<file path="src/rtl/lvds_rx_pkg.sv">
// Shared types, default constants and counter-width helpers for the LVDS word deserialiser.
package lvds_rx_pkg;

  typedef enum logic [1:0] {
    HUNT   = 2'd0,
    VERIFY = 2'd1,
    LOCKED = 2'd2
  } rx_state_t;

  localparam int         DEF_WIDTH         = 8;
  localparam int         DEF_SYNC_STAGES   = 2;
  localparam logic [7:0] DEF_TRAIN_PATTERN = 8'h6A;
  localparam int         DEF_LOCK_COUNT    = 4;
  localparam int         DEF_LOS_WORDS     = 16;

  // Bits needed to count 0..n-1 (never narrower than one bit).
  function automatic int bit_cnt_w(input int n);
    return (n > 1) ? $clog2(n) : 1;
  endfunction

  // Bits needed to hold 0..lock_count inclusive.
  function automatic int match_cnt_w(input int lock_count);
    return $clog2(lock_count + 1);
  endfunction

endpackage

</file>
<file path="src/rtl/lvds_rx_deser_if.sv">
// Receiver-side signal bundle: serial input plus aligned word, strobe and status outputs.
interface lvds_rx_deser_if #(
  parameter int WIDTH = 8
);
  logic             d;
  logic [WIDTH-1:0] q;
  logic             q_valid;
  logic             locked;
  logic             align_err;

  // master drives the serial line and observes the results; slave is the deserialiser
  modport master (output d, input q, q_valid, locked, align_err);
  modport slave  (input d, output q, q_valid, locked, align_err);
endinterface

</file>
<file path="src/rtl/lvds_rx_sync.sv">
// Flop-chain synchroniser bringing the buffer output into the clk domain; async reset to 0.
module lvds_rx_sync #(
  parameter int STAGES = 2
) (
  input  logic clk,
  input  logic rst,
  input  logic d,
  output logic d_s
);

  logic [STAGES-1:0] chain_reg;

  always_ff @(posedge clk or posedge rst) begin
    if (rst) begin
      chain_reg <= '0;
    end else begin
      chain_reg <= {chain_reg[STAGES-2:0], d};
    end
  end

  assign d_s = chain_reg[STAGES-1];

endmodule

</file>
<file path="src/rtl/lvds_rx_deser.sv">
// Serial-to-parallel LVDS receiver: hunts for the training word, verifies alignment, then strobes words.
// Optional loss-of-signal unlock is enabled by defining LVDS_RX_LOSS_DETECT_EN.
module lvds_rx_deser
  import lvds_rx_pkg::*;
#(
  parameter int               WIDTH         = DEF_WIDTH,
  parameter int               SYNC_STAGES   = DEF_SYNC_STAGES,
  parameter logic [WIDTH-1:0] TRAIN_PATTERN = WIDTH'(DEF_TRAIN_PATTERN),
  parameter int               LOCK_COUNT    = DEF_LOCK_COUNT,
  parameter int               LOS_WORDS     = DEF_LOS_WORDS
) (
  input logic            clk,
  input logic            rst,
  lvds_rx_deser_if.slave bus
);

  localparam int BCW = bit_cnt_w(WIDTH);
  localparam int MCW = match_cnt_w(LOCK_COUNT);
  localparam logic [BCW-1:0] LAST_BIT    = BCW'(WIDTH - 1);
  localparam logic [MCW-1:0] LOCK_TARGET = MCW'(LOCK_COUNT);

  if (WIDTH < 4 || SYNC_STAGES < 2 || LOCK_COUNT < 2 || LOS_WORDS < 1) begin : g_bad_params
    $error("lvds_rx_deser: parameter out of range");
  end

  logic             d_s;
  logic [WIDTH-1:0] sr_reg;
  logic [BCW-1:0]   bit_cnt_reg, bit_cnt_next;
  logic [MCW-1:0]   match_cnt_reg, match_cnt_next;
  rx_state_t        state_reg, state_next;
  logic [WIDTH-1:0] q_reg, q_next;
  logic             q_valid_reg, q_valid_next;
  logic             locked_reg, locked_next;
  logic             align_err_reg, align_err_next;
  logic             boundary;
  logic             train_hit;

  lvds_rx_sync #(
    .STAGES(SYNC_STAGES)
  ) u_sync (
    .clk (clk),
    .rst (rst),
    .d   (bus.d),
    .d_s (d_s)
  );

  // Case equality so that an X/Z bit in the window can never count as a match.
  assign train_hit = (sr_reg === TRAIN_PATTERN);
  assign boundary  = (bit_cnt_reg == LAST_BIT);

`ifdef LVDS_RX_LOSS_DETECT_EN
  localparam int LCW = bit_cnt_w(LOS_WORDS);
  localparam logic [LCW-1:0] LOS_LAST = LCW'(LOS_WORDS - 1);

  logic [LCW-1:0] los_cnt_reg, los_cnt_next;
  logic           word_const;

  assign word_const = (sr_reg === '0) || (sr_reg === '1);

  always_ff @(posedge clk or posedge rst) begin
    if (rst) begin
      los_cnt_reg <= '0;
    end else begin
      los_cnt_reg <= los_cnt_next;
    end
  end
`endif

  always_comb begin
    state_next     = state_reg;
    bit_cnt_next   = boundary ? '0 : bit_cnt_reg + BCW'(1);
    match_cnt_next = match_cnt_reg;
    q_next         = q_reg;
    q_valid_next   = 1'b0;
    align_err_next = 1'b0;
`ifdef LVDS_RX_LOSS_DETECT_EN
    los_cnt_next   = los_cnt_reg;
`endif

    case (state_reg)
      HUNT: begin
        // Restart the word phase so the next boundary lands one full word after the match.
        if (train_hit) begin
          bit_cnt_next   = '0;
          match_cnt_next = MCW'(1);
          state_next     = VERIFY;
        end
      end

      VERIFY: begin
        if (boundary) begin
          if (train_hit) begin
            if (match_cnt_reg + MCW'(1) == LOCK_TARGET) begin
              match_cnt_next = LOCK_TARGET;
              state_next     = LOCKED;
            end else begin
              match_cnt_next = match_cnt_reg + MCW'(1);
            end
          end else begin
            align_err_next = 1'b1;
            match_cnt_next = '0;
            state_next     = HUNT;
          end
        end
      end

      LOCKED: begin
        if (boundary) begin
`ifdef LVDS_RX_LOSS_DETECT_EN
          // The word that completes the constant run is dropped rather than strobed.
          if (word_const && los_cnt_reg == LOS_LAST) begin
            state_next     = HUNT;
            match_cnt_next = '0;
            los_cnt_next   = '0;
          end else begin
            q_next       = sr_reg;
            q_valid_next = 1'b1;
            los_cnt_next = word_const ? los_cnt_reg + LCW'(1) : '0;
          end
`else
          q_next       = sr_reg;
          q_valid_next = 1'b1;
`endif
        end
      end

      default: begin
        state_next     = HUNT;
        match_cnt_next = '0;
      end
    endcase

    locked_next = (state_next == LOCKED);
  end

  always_ff @(posedge clk or posedge rst) begin
    if (rst) begin
      sr_reg        <= '0;
      bit_cnt_reg   <= '0;
      match_cnt_reg <= '0;
      state_reg     <= HUNT;
      q_reg         <= '0;
      q_valid_reg   <= 1'b0;
      locked_reg    <= 1'b0;
      align_err_reg <= 1'b0;
    end else begin
      sr_reg        <= {sr_reg[WIDTH-2:0], d_s};
      bit_cnt_reg   <= bit_cnt_next;
      match_cnt_reg <= match_cnt_next;
      state_reg     <= state_next;
      q_reg         <= q_next;
      q_valid_reg   <= q_valid_next;
      locked_reg    <= locked_next;
      align_err_reg <= align_err_next;
    end
  end

  assign bus.q         = q_reg;
  assign bus.q_valid   = q_valid_reg;
  assign bus.locked    = locked_reg;
  assign bus.align_err = align_err_reg;

endmodule

</file>
<file path="src/flat_wrapper.sv">
// flat-port wrapper written by rule: the top's interface ports become plain ports
module lvds_rx_deser_flat import lvds_rx_pkg::*;
#(
  parameter int               WIDTH         = DEF_WIDTH,
  parameter int               SYNC_STAGES   = DEF_SYNC_STAGES,
  parameter logic [WIDTH-1:0] TRAIN_PATTERN = WIDTH'(DEF_TRAIN_PATTERN),
  parameter int               LOCK_COUNT    = DEF_LOCK_COUNT,
  parameter int               LOS_WORDS     = DEF_LOS_WORDS
)
  (clk, rst, bus_d, bus_q, bus_q_valid, bus_locked, bus_align_err);
  lvds_rx_deser_if #(.WIDTH(WIDTH)) bus_i ();
  input logic clk;
  input logic rst;
  input wire logic [$bits(bus_i.d)-1:0] bus_d;
  output wire logic [$bits(bus_i.q)-1:0] bus_q;
  output wire logic [$bits(bus_i.q_valid)-1:0] bus_q_valid;
  output wire logic [$bits(bus_i.locked)-1:0] bus_locked;
  output wire logic [$bits(bus_i.align_err)-1:0] bus_align_err;
  assign bus_i.d = bus_d;
  assign bus_q = bus_i.q;
  assign bus_q_valid = bus_i.q_valid;
  assign bus_locked = bus_i.locked;
  assign bus_align_err = bus_i.align_err;
  lvds_rx_deser #(.WIDTH(WIDTH), .SYNC_STAGES(SYNC_STAGES), .TRAIN_PATTERN(TRAIN_PATTERN), .LOCK_COUNT(LOCK_COUNT), .LOS_WORDS(LOS_WORDS)) u_core (.clk(clk), .rst(rst), .bus(bus_i));
endmodule
</file>
<file path="config.mk">
export PLATFORM = sky130hd
export DESIGN_NAME = lvds_rx_deser_flat
export DESIGN_NICKNAME = d
export VERILOG_FILES = /design/src/rtl/lvds_rx_pkg.sv /design/src/rtl/lvds_rx_deser_if.sv /design/src/rtl/lvds_rx_sync.sv /design/src/rtl/lvds_rx_deser.sv /design/src/flat_wrapper.sv
export SDC_FILE = /design/constraint.sdc
export NUM_CORES = 1
export LEC_CHECK = 0
export CELL_PAD_IN_SITES_DETAIL_PLACEMENT = 1
export CELL_PAD_IN_SITES_GLOBAL_PLACEMENT = 1
export CORE_MARGIN = 10
export CORE_UTILIZATION = 25
export CTS_CLUSTER_SIZE = 16
export DETAILED_ROUTE_END_ITERATION = 8
export DONT_BUFFER_PORTS = 1
export HOLD_SLACK_MARGIN = 0.05
export PLACE_DENSITY = 0.52
export SLEW_MARGIN = 20
export SYNTH_ARGS = -nofsm -noshare
export SYNTH_HDL_FRONTEND = slang
export SYNTH_SLANG_ARGS = --single-unit
</file>
<file path="constraint.sdc">
create_clock -name clk -period 1.9 [get_ports clk]
set_clock_uncertainty 0.2 [all_clocks]
set_input_delay 0.475 -clock clk [delete_from_list [all_inputs] [get_ports clk]]
set_output_delay 0.475 -clock clk [all_outputs]
set_load 0.01 [all_outputs]
</file>
== Yosys cells after proc, flatten, opt, wreduce, memory -nomap -nowiden ==
Cells that the tools add are included.
Operators by class
  mux-type cells: 18
  $add $sub $neg: 2
  equality and inequality tests: 8
  $mul: 0
  bitwise logic cells: 1
  order comparisons: 0
  div/mod/pow operators: 0
  shifts and indexed selects: 0
  reductions and logical operators: 3
Operators by type and width (count)
  $mux 3: 7
  $pmux 3 s3: 1
  $eqx 8x7->1 const B: 1
  $mux 2: 4
  $add 3x1->3 const B: 2
  $eq 3x3->1 const B: 2
  $pmux 2 s3: 1
  $mux 1: 5
  $eq 2x2->1 const B: 2
  $ne 2x1->1 const B: 2
  $reduce_and 3->1: 1
  $eq 2x1->1 const B: 1
  $logic_not 2->1: 1
  $reduce_and 2->1: 1
  $not 1->1: 1
Word-level totals
  latch bits: 0
  register bits after elaboration: 29
  output and inout bits: 11
  logic and storage cells: 41
  memories: 0
  RAM bits: 0
  bits in read-only memories: 0

== Logic depth before layout (Yosys ltp) ==
Gate-level depths: netlist (run 1).
  depth in word-level cells: 7
  mapped depth: 6

== Modules after synthesis ==
A second synthesis (run 1) with hierarchy kept.
Unflattened totals
  cell total of the unflattened synthesis: 82
  area total of the unflattened synthesis: 1114.8 um^2
Modules (own cells, without submodules)
  lvds_rx_deser: times used 1, area an instance 1061.0 um^2, cells each 79
  lvds_rx_sync: times used 1, area an instance 53.8 um^2, cells each 3

== Worst setup path after synthesis (run 1) ==
No wires, ideal clock.
  kind: reg-to-reg
  from: reg u_core.bit_cnt_reg[0]
  to: reg u_core.match_cnt_reg[2]
  library setup time: 0.070 ns
  arrival: 1.327 ns
  cell stages (with the launch flop): 7
  clock period less this slack: 1.596 ns
  path slack: 0.304 ns
  cell sequence: dfrtp_1 > ha_1 > ha_1 > clkbuf_1 > nor3b_1 > o21ai_0 > nand3_1
Between the ends
  longest elaborated chain between the ends: 3
Ends and longest elaborated chain
  from (decl): line lvds_rx_deser.sv:28  | logic [BCW-1:0] bit_cnt_reg, bit_cnt_next;
  from (signal assigned): line lvds_rx_deser.sv:148  | bit_cnt_reg <= bit_cnt_next;
  $eq 3x3->1: line lvds_rx_deser.sv:49  | assign boundary = (bit_cnt_reg == LAST_BIT);
  $ne 2x1->1 (no source line)
  $reduce_and 3->1 (no source line)
  to (signal assigned): line lvds_rx_deser.sv:149  | match_cnt_reg <= match_cnt_next;
  to (decl): line lvds_rx_deser.sv:29  | logic [MCW-1:0] match_cnt_reg, match_cnt_next;
No other way between the ends.
A chain may end at the register's enable or synchronous reset.

== Final worst setup path (run 1) ==
  from: reg u_core.bit_cnt_reg[0]
  to: reg u_core.q_reg[7] (netlist: u_core.bus.q[7])
Between the ends
  longest elaborated chain between the ends: 2
Ends and longest elaborated chain
  $eq 3x3->1: line lvds_rx_deser.sv:49
  $reduce_and 2->1 (no source line)
  to (signal assigned): line lvds_rx_deser.sv:151  | q_reg <= q_next;
  to (decl): line lvds_rx_deser.sv:31  | logic [WIDTH-1:0] q_reg, q_next;
No other way between the ends.

==> impl_metrics.ini, run 1 <==
[detailed_routing]
vias_per_cell = 4.86
first_pass_iters = 4
ant_nets = 0
drt-total-wl_um = 2560
drtIter0Drc = 37
wl_per_cell_um = 17.3
via_count = 719
drc = 0

[yosys]
synth_most_common_cell = dfrtp_1
synth_top_area_frac = 0.617
synth.yosys.seq_area_share = 0.617
synth_area_leader_cell = dfrtp_1
syn_area_um2 = 1180
synthTopCellsByCount = dfrtp_1, mux2_1, ha_1, nor2b_1
synth-seq-cells = 29
synthFlopType = dfrtp_1
syn_inst = 84
syn_area_per_cell_um2 = 14.0
async_flop_share = 1.00
synth_edf_count = 0
yosys-top-cells-area = dfrtp_1, mux2_1, ha_1, nor2b_1, nor3b_1
synth_nets = 91
yosys_warnings = 0
ys_types = 32

[critical_path]
rr_startpoint = u_core.bit_cnt_reg[0]$_DFF_PP0_
crit_type = flop to flop
end_kind = flop
required_ns = 1.86
critical_path_arrival_ns = 1.68
start_kind = flop
cp_max_fo = 9
r2r_setup_slack_ns = 0.18
worst_r2r_endpoint = u_core.bus.q[7]$_DFFE_PP0P_
rr_worst_depth = 4

[flow_run]
maxCapViolCount = 0

[die]
die_y_um = 88.6
die_area_um2 = 7850
rows = 24
core-area_um2 = 4440
start_util = 0.265
die_x_um = 88.6
num_io_pins = 14

[clock_tree]
cts_setup_buffers = 0
tritoncts = yes
cts_root_buf = clkbuf_8
numCtsBuffers = 5
cts_buffer_depth = 2
cts_num_sinks = 29
worstSkewPairLatency_ns = 0.28
path_clk_slew_ns = 0.06
htreeDepth = 2

[placed_design]
gp_congestion = 0.786
portBuffers = 0
dp_cells = 138
hpwl_um = 1860

[grt]
grt_max_degree = 30
grt_pass1_vias = 863
grt_pass1_wl_um = 4480
gr-usage-all-layers = 0.0762
grt-ovfl-total = 0
antenna_found_initial = 0

[sta]
min_period_ns = 1.72
tightestPinTransition_ns = 0.462
rsz0062_at_grt = false
setup_viol = 0
timing.final.crit_share = 0.905
tns_ns = 0
hold_viol_final = 0
finalMaxSlewViolations = 0
max_freq_ghz = 0.581
slew-limit-headroom = 0.691

[power]
peakVddDrop_mv = 0.346
leakage_uw = 0.000673
power_density_nw_per_um2 = 1090
power_uw = 1530

[min_path]
min_path_cells = 0
hold_class = flop to flop
hp-start = u_core.u_sync.chain_reg[0]$_DFF_PP0_
min_to = u_core.u_sync.chain_reg[1]$_DFF_PP0_

[layout]
drive_gt1_frac = 0.198
fin_cells = 148
syn2layout_area_growth_pct = 19.6
diodes = 0
layout.nets = 102

[run_status]
status = finished clean
-- critical path: stages (launching register included) --
cell     delay, ns
dfrtp_1       0.39
ha_1          0.21
ha_2          0.22
nand2_2       0.23
mux2_1        0.35
-- cells in the final DEF, fill, tap and decap left out, drive strengths merged, types with 3 or more instances in the layout --
cell,synthesis,routed
buf,0,4
clkbuf,2,6
dfrtp,29,29
ha,4,4
inv,4,4
mux2,8,8
nand2,3,3
nor2b,4,4
nor3b,3,3
o21ai,3,3
-- per-layer routing --
metal  GRT usage  part of all wire  up-vias
li1            -                 -      325
met1      0.0844              0.43      376
met2       0.122              0.49       15
met3      0.0358             0.071        3
met4      0.0352            0.0098        0
met5           0                 0        -
-- power by group --
group          leakage, µW  switching, µW  internal [µW]  total (µW)
registers         0.000373           28.1            663         692
clock network    0.0000574            240            426         666
logic             0.000243           87.3           81.2         169
-- timing repair --
item	CTS	global route
endpoints found under the setup margin	0	5
gates resized for setup	0	1
endpoints found under the hold margin	30	0
hold buffers	2	0
-- cell families (layout without fill, tap and decap cells) --
kind of cell / after synthesis / count (layout) / share of synthesized area
compound gates: 10 / 10 / 0.0660
xor+xnor: 1 / 1 / 0.00745
fa+ha+maj: 4 / 4 / 0.0426
buf+inv: 6 / 18 / 0.0191
flops: 29 / 29 / 0.617
mux: 8 / 8 / 0.0766
simple gates: 26 / 26 / 0.171
-- metrics by stage --
step / hold slack, ns / util / setup WS [ns] / area [µm²]
after floorplan: 0.131 / - / 0.304 / 1180
after global placement: 0.133 / 0.284 / 0.168 / 1260
after detailed placement: 0.148 / 0.284 / 0.103 / 1260
after CTS: 0.163 / 0.316 / 0.0924 / 1400
after global routing: 0.168 / 0.316 / 0.0515 / 1410
final: 0.155 / 0.316 / 0.180 / 1410
-- worst max path at each step --
stage                     slack (ns)  cells after the start                            start                                  end
after global routing            0.05                      6  u_core.bit_cnt_reg[0]$_DFF_PP0_  u_core.match_cnt_reg[0]$_DFFE_PP0P_
final                           0.18                      4  u_core.bit_cnt_reg[0]$_DFF_PP0_          u_core.bus.q[7]$_DFFE_PP0P_
after floorplan                 0.30                      6  u_core.bit_cnt_reg[0]$_DFF_PP0_  u_core.match_cnt_reg[2]$_DFFE_PP0P_
after CTS                       0.09                      4  u_core.bit_cnt_reg[0]$_DFF_PP0_          u_core.bus.q[0]$_DFFE_PP0P_
after global placement          0.17                      4  u_core.bit_cnt_reg[0]$_DFF_PP0_          u_core.bus.q[0]$_DFFE_PP0P_
after detailed placement        0.10                      4  u_core.bit_cnt_reg[0]$_DFF_PP0_          u_core.bus.q[0]$_DFFE_PP0P_
-- cell type report --
| cell class | count | area, µm² |
|---|---|---|
| fillers | 487 | 3040 |
| well taps | 52 | 65.1 |
| flip-flops and latches | 29 | 726 |
| inverters | 4 | 15.0 |
| multi-input cells | 49 | 430 |
| repair buffers | 6 | 50.0 |
| clock buffers | 6 | 82.6 |
| clock inverters | 2 | 37.5 |
Note: power is estimated with default switching activity, not from simulation.
==> run 2: changes to the inputs <==
==> constraint.sdc (replaced) <==
create_clock -name clk -period 1.6 [get_ports clk]
set_clock_uncertainty 0.2 [all_clocks]
set_input_delay 0.4 -clock clk [delete_from_list [all_inputs] [get_ports clk]]
set_output_delay 0.4 -clock clk [all_outputs]
set_load 0.01 [all_outputs]
==> run 2 against run 1 <==
The flow now finishes with violations (negative setup slack). Cell area grew 16%. Final cell count rose by 9.5%. Critical path depth down 1. Die area stayed put. Sequential power up 19%. Hold slack improved by 0.0011 ns. Combinational power increased by 110%. First-iteration DRC count grew 51%. Sequential share of layout area is 7.1 points lower. Via count is 6.3% higher. Largest power group unchanged.
==> impl_metrics.ini, run 2 (same netlist as run 1, synthesis figures left out) <==
[die]
die_x_um = 88.6
core-area_um2 = 4440
die_y_um = 88.6
die_area_um2 = 7850
rows = 24
num_io_pins = 14
start_util = 0.265

[clock_tree]
cts_root_buf = clkbuf_8
worstSkewPairLatency_ns = 0.28
path_clk_slew_ns = 0.07
cts_buffer_depth = 2
numCtsBuffers = 5
htreeDepth = 2
cts_num_sinks = 29
tritoncts = yes

[layout]
final_common_cell = dfrtp_1
syn2layout_area_growth_pct = 38.7
diodes = 0
final_cell_mix = dfrtp_1, buf_4, mux2_1
layout.nets = 116
filler_cell_count = 466
drive_gt1_frac = 0.382
register_area_um2 = 726
multiInputGateArea_um2 = 543

[detailed_routing]
dr.max_layer_used = met4
via_count = 764
drc = 0
drt-total-wl_um = 2760
met1_length_um = 1170
wl_per_cell_um = 17.0
wl_met2_um = 1410
ant_nets = 0
drtIter0Drc = 56
first_pass_iters = 4
vias_per_cell = 4.72
wl_met3_um = 157

[grt]
grt-ovfl-total = 0
gr-usage-all-layers = 0.0804
grt_pass1_vias = 912
antenna_found_initial = 0
grt_max_degree = 30
grt_pass1_wl_um = 4710

[run_status]
status = finished with violations
failed_checks = negative setup slack

[placed_design]
gp_congestion = 0.802
portBuffers = 0
place_ws_ns = -0.161
hpwl_um = 1850

[critical_path]
cp_max_fo = 4
cp_slowest_cell = or4b_4
cp_slowest_stage_delay_ns = 0.58
rr_worst_depth = 3
required_ns = 1.62
crit_type = flop to flop
cp_num_cells = 3
end_kind = flop
path_cells = or4b_4, nor3_4, a41o_1
start_kind = flop
path_delay_family = simple AND/OR/NAND/NOR gates
critPathBufInv = 0
critical_path_arrival_ns = 1.67
r2r_setup_slack_ns = -0.05

[power]
leakage_uw = 0.000786
p_clk_frac = 0.405
seqPwrFrac = 0.415
power_uw = 1980
sw_frac_of_total = 0.244
p_switching_uw = 482
intPower_uw = 1500
comb_power_share = 0.180
peakVddDrop_mv = 0.665
power_density_nw_per_um2 = 1210

[flow_run]
maxCapViolCount = 0

[sta]
hold_viol_final = 0
max_freq_ghz = 0.605
finalMaxSlewViolations = 0
timing.final.crit_share = 1.03
layout_setup_ws_ns = -0.0534
tightestPinTransition_ns = 0.373
min_period_ns = 1.65
rsz0062_at_grt = true
setup_viol = 6
slew-limit-headroom = 0.751

[min_path]
min_path_cells = 0
hold_class = flop to flop
-- run 2: routing by layer --
layer,vias to the layer above,global-route usage
li1,352,-
met1,397,0.0860
met2,13,0.133
met3,2,0.0358
met4,0,0.0396
met5,-,0
-- run 2: final timing paths --
check,start,to
setup / recovery,u_core.sr_reg[7]$_DFF_PP0_,u_core.bus.locked$_DFF_PP0_
hold / removal,u_core.u_sync.chain_reg[0]$_DFF_PP0_,u_core.u_sync.chain_reg[1]$_DFF_PP0_
setup reg to reg,u_core.sr_reg[7]$_DFF_PP0_,u_core.bus.locked$_DFF_PP0_
hold reg to reg,u_core.u_sync.chain_reg[0]$_DFF_PP0_,u_core.u_sync.chain_reg[1]$_DFF_PP0_
max in group asynchronous,rst,u_core.bus.q_valid$_DFF_PP0_
min in group asynchronous,rst,u_core.bit_cnt_reg[0]$_DFF_PP0_
-- run 2: timing repair --
item	CTS	global route
hold buffers	2	0
endpoints found under the hold margin	30	0
pin swaps	3	3
resized for setup	9	11
setup buffers	2	2
endpoints found under the setup margin	17	17
-- run 2: final cells by class --
cell class,count,area share
clock inverter,2,0.0230
tap,52,0.0399
timing repair buffer,20,0.0997
inverter,4,0.00920
sequential,29,0.445
multi-input combinational,49,0.333
clock buffer,6,0.0506
-- run 2: power groups by stage --
| stage | sequential, µW | clock, µW | combinational (µW) |
|---|---|---|---|
| 2_1_floorplan | 822 | 0 | 134 |
| 3_3_place_gp | 824 | 0 | 210 |
| 3_5_place_dp | 829 | 0 | 227 |
| 4_1_cts | 822 | 820 | 310 |
| 5_1_grt | 829 | 860 | 392 |
| 6_report | 821 | 800 | 357 |
-- run 2: worst register-to-register path: stages (launching register included) --
cell and delay [ns]:
dfrtp_1 0.38, or4b_4 0.58, nor3_4 0.21, a41o_1 0.22
-- run 2: through the flow --
stage	std cells	TNS (ns)	cell area [µm²]	util	hold slack, ns
global route	162	-0.719	1630	0.367	0.171
floorplan	84	0	1180	-	0.131
global placement	148	-0.939	1340	0.301	0.132
detailed placement	148	-1.70	1340	0.301	0.144
CTS	160	-0.153	1550	0.348	0.159
finish	162	-0.188	1630	0.367	0.156
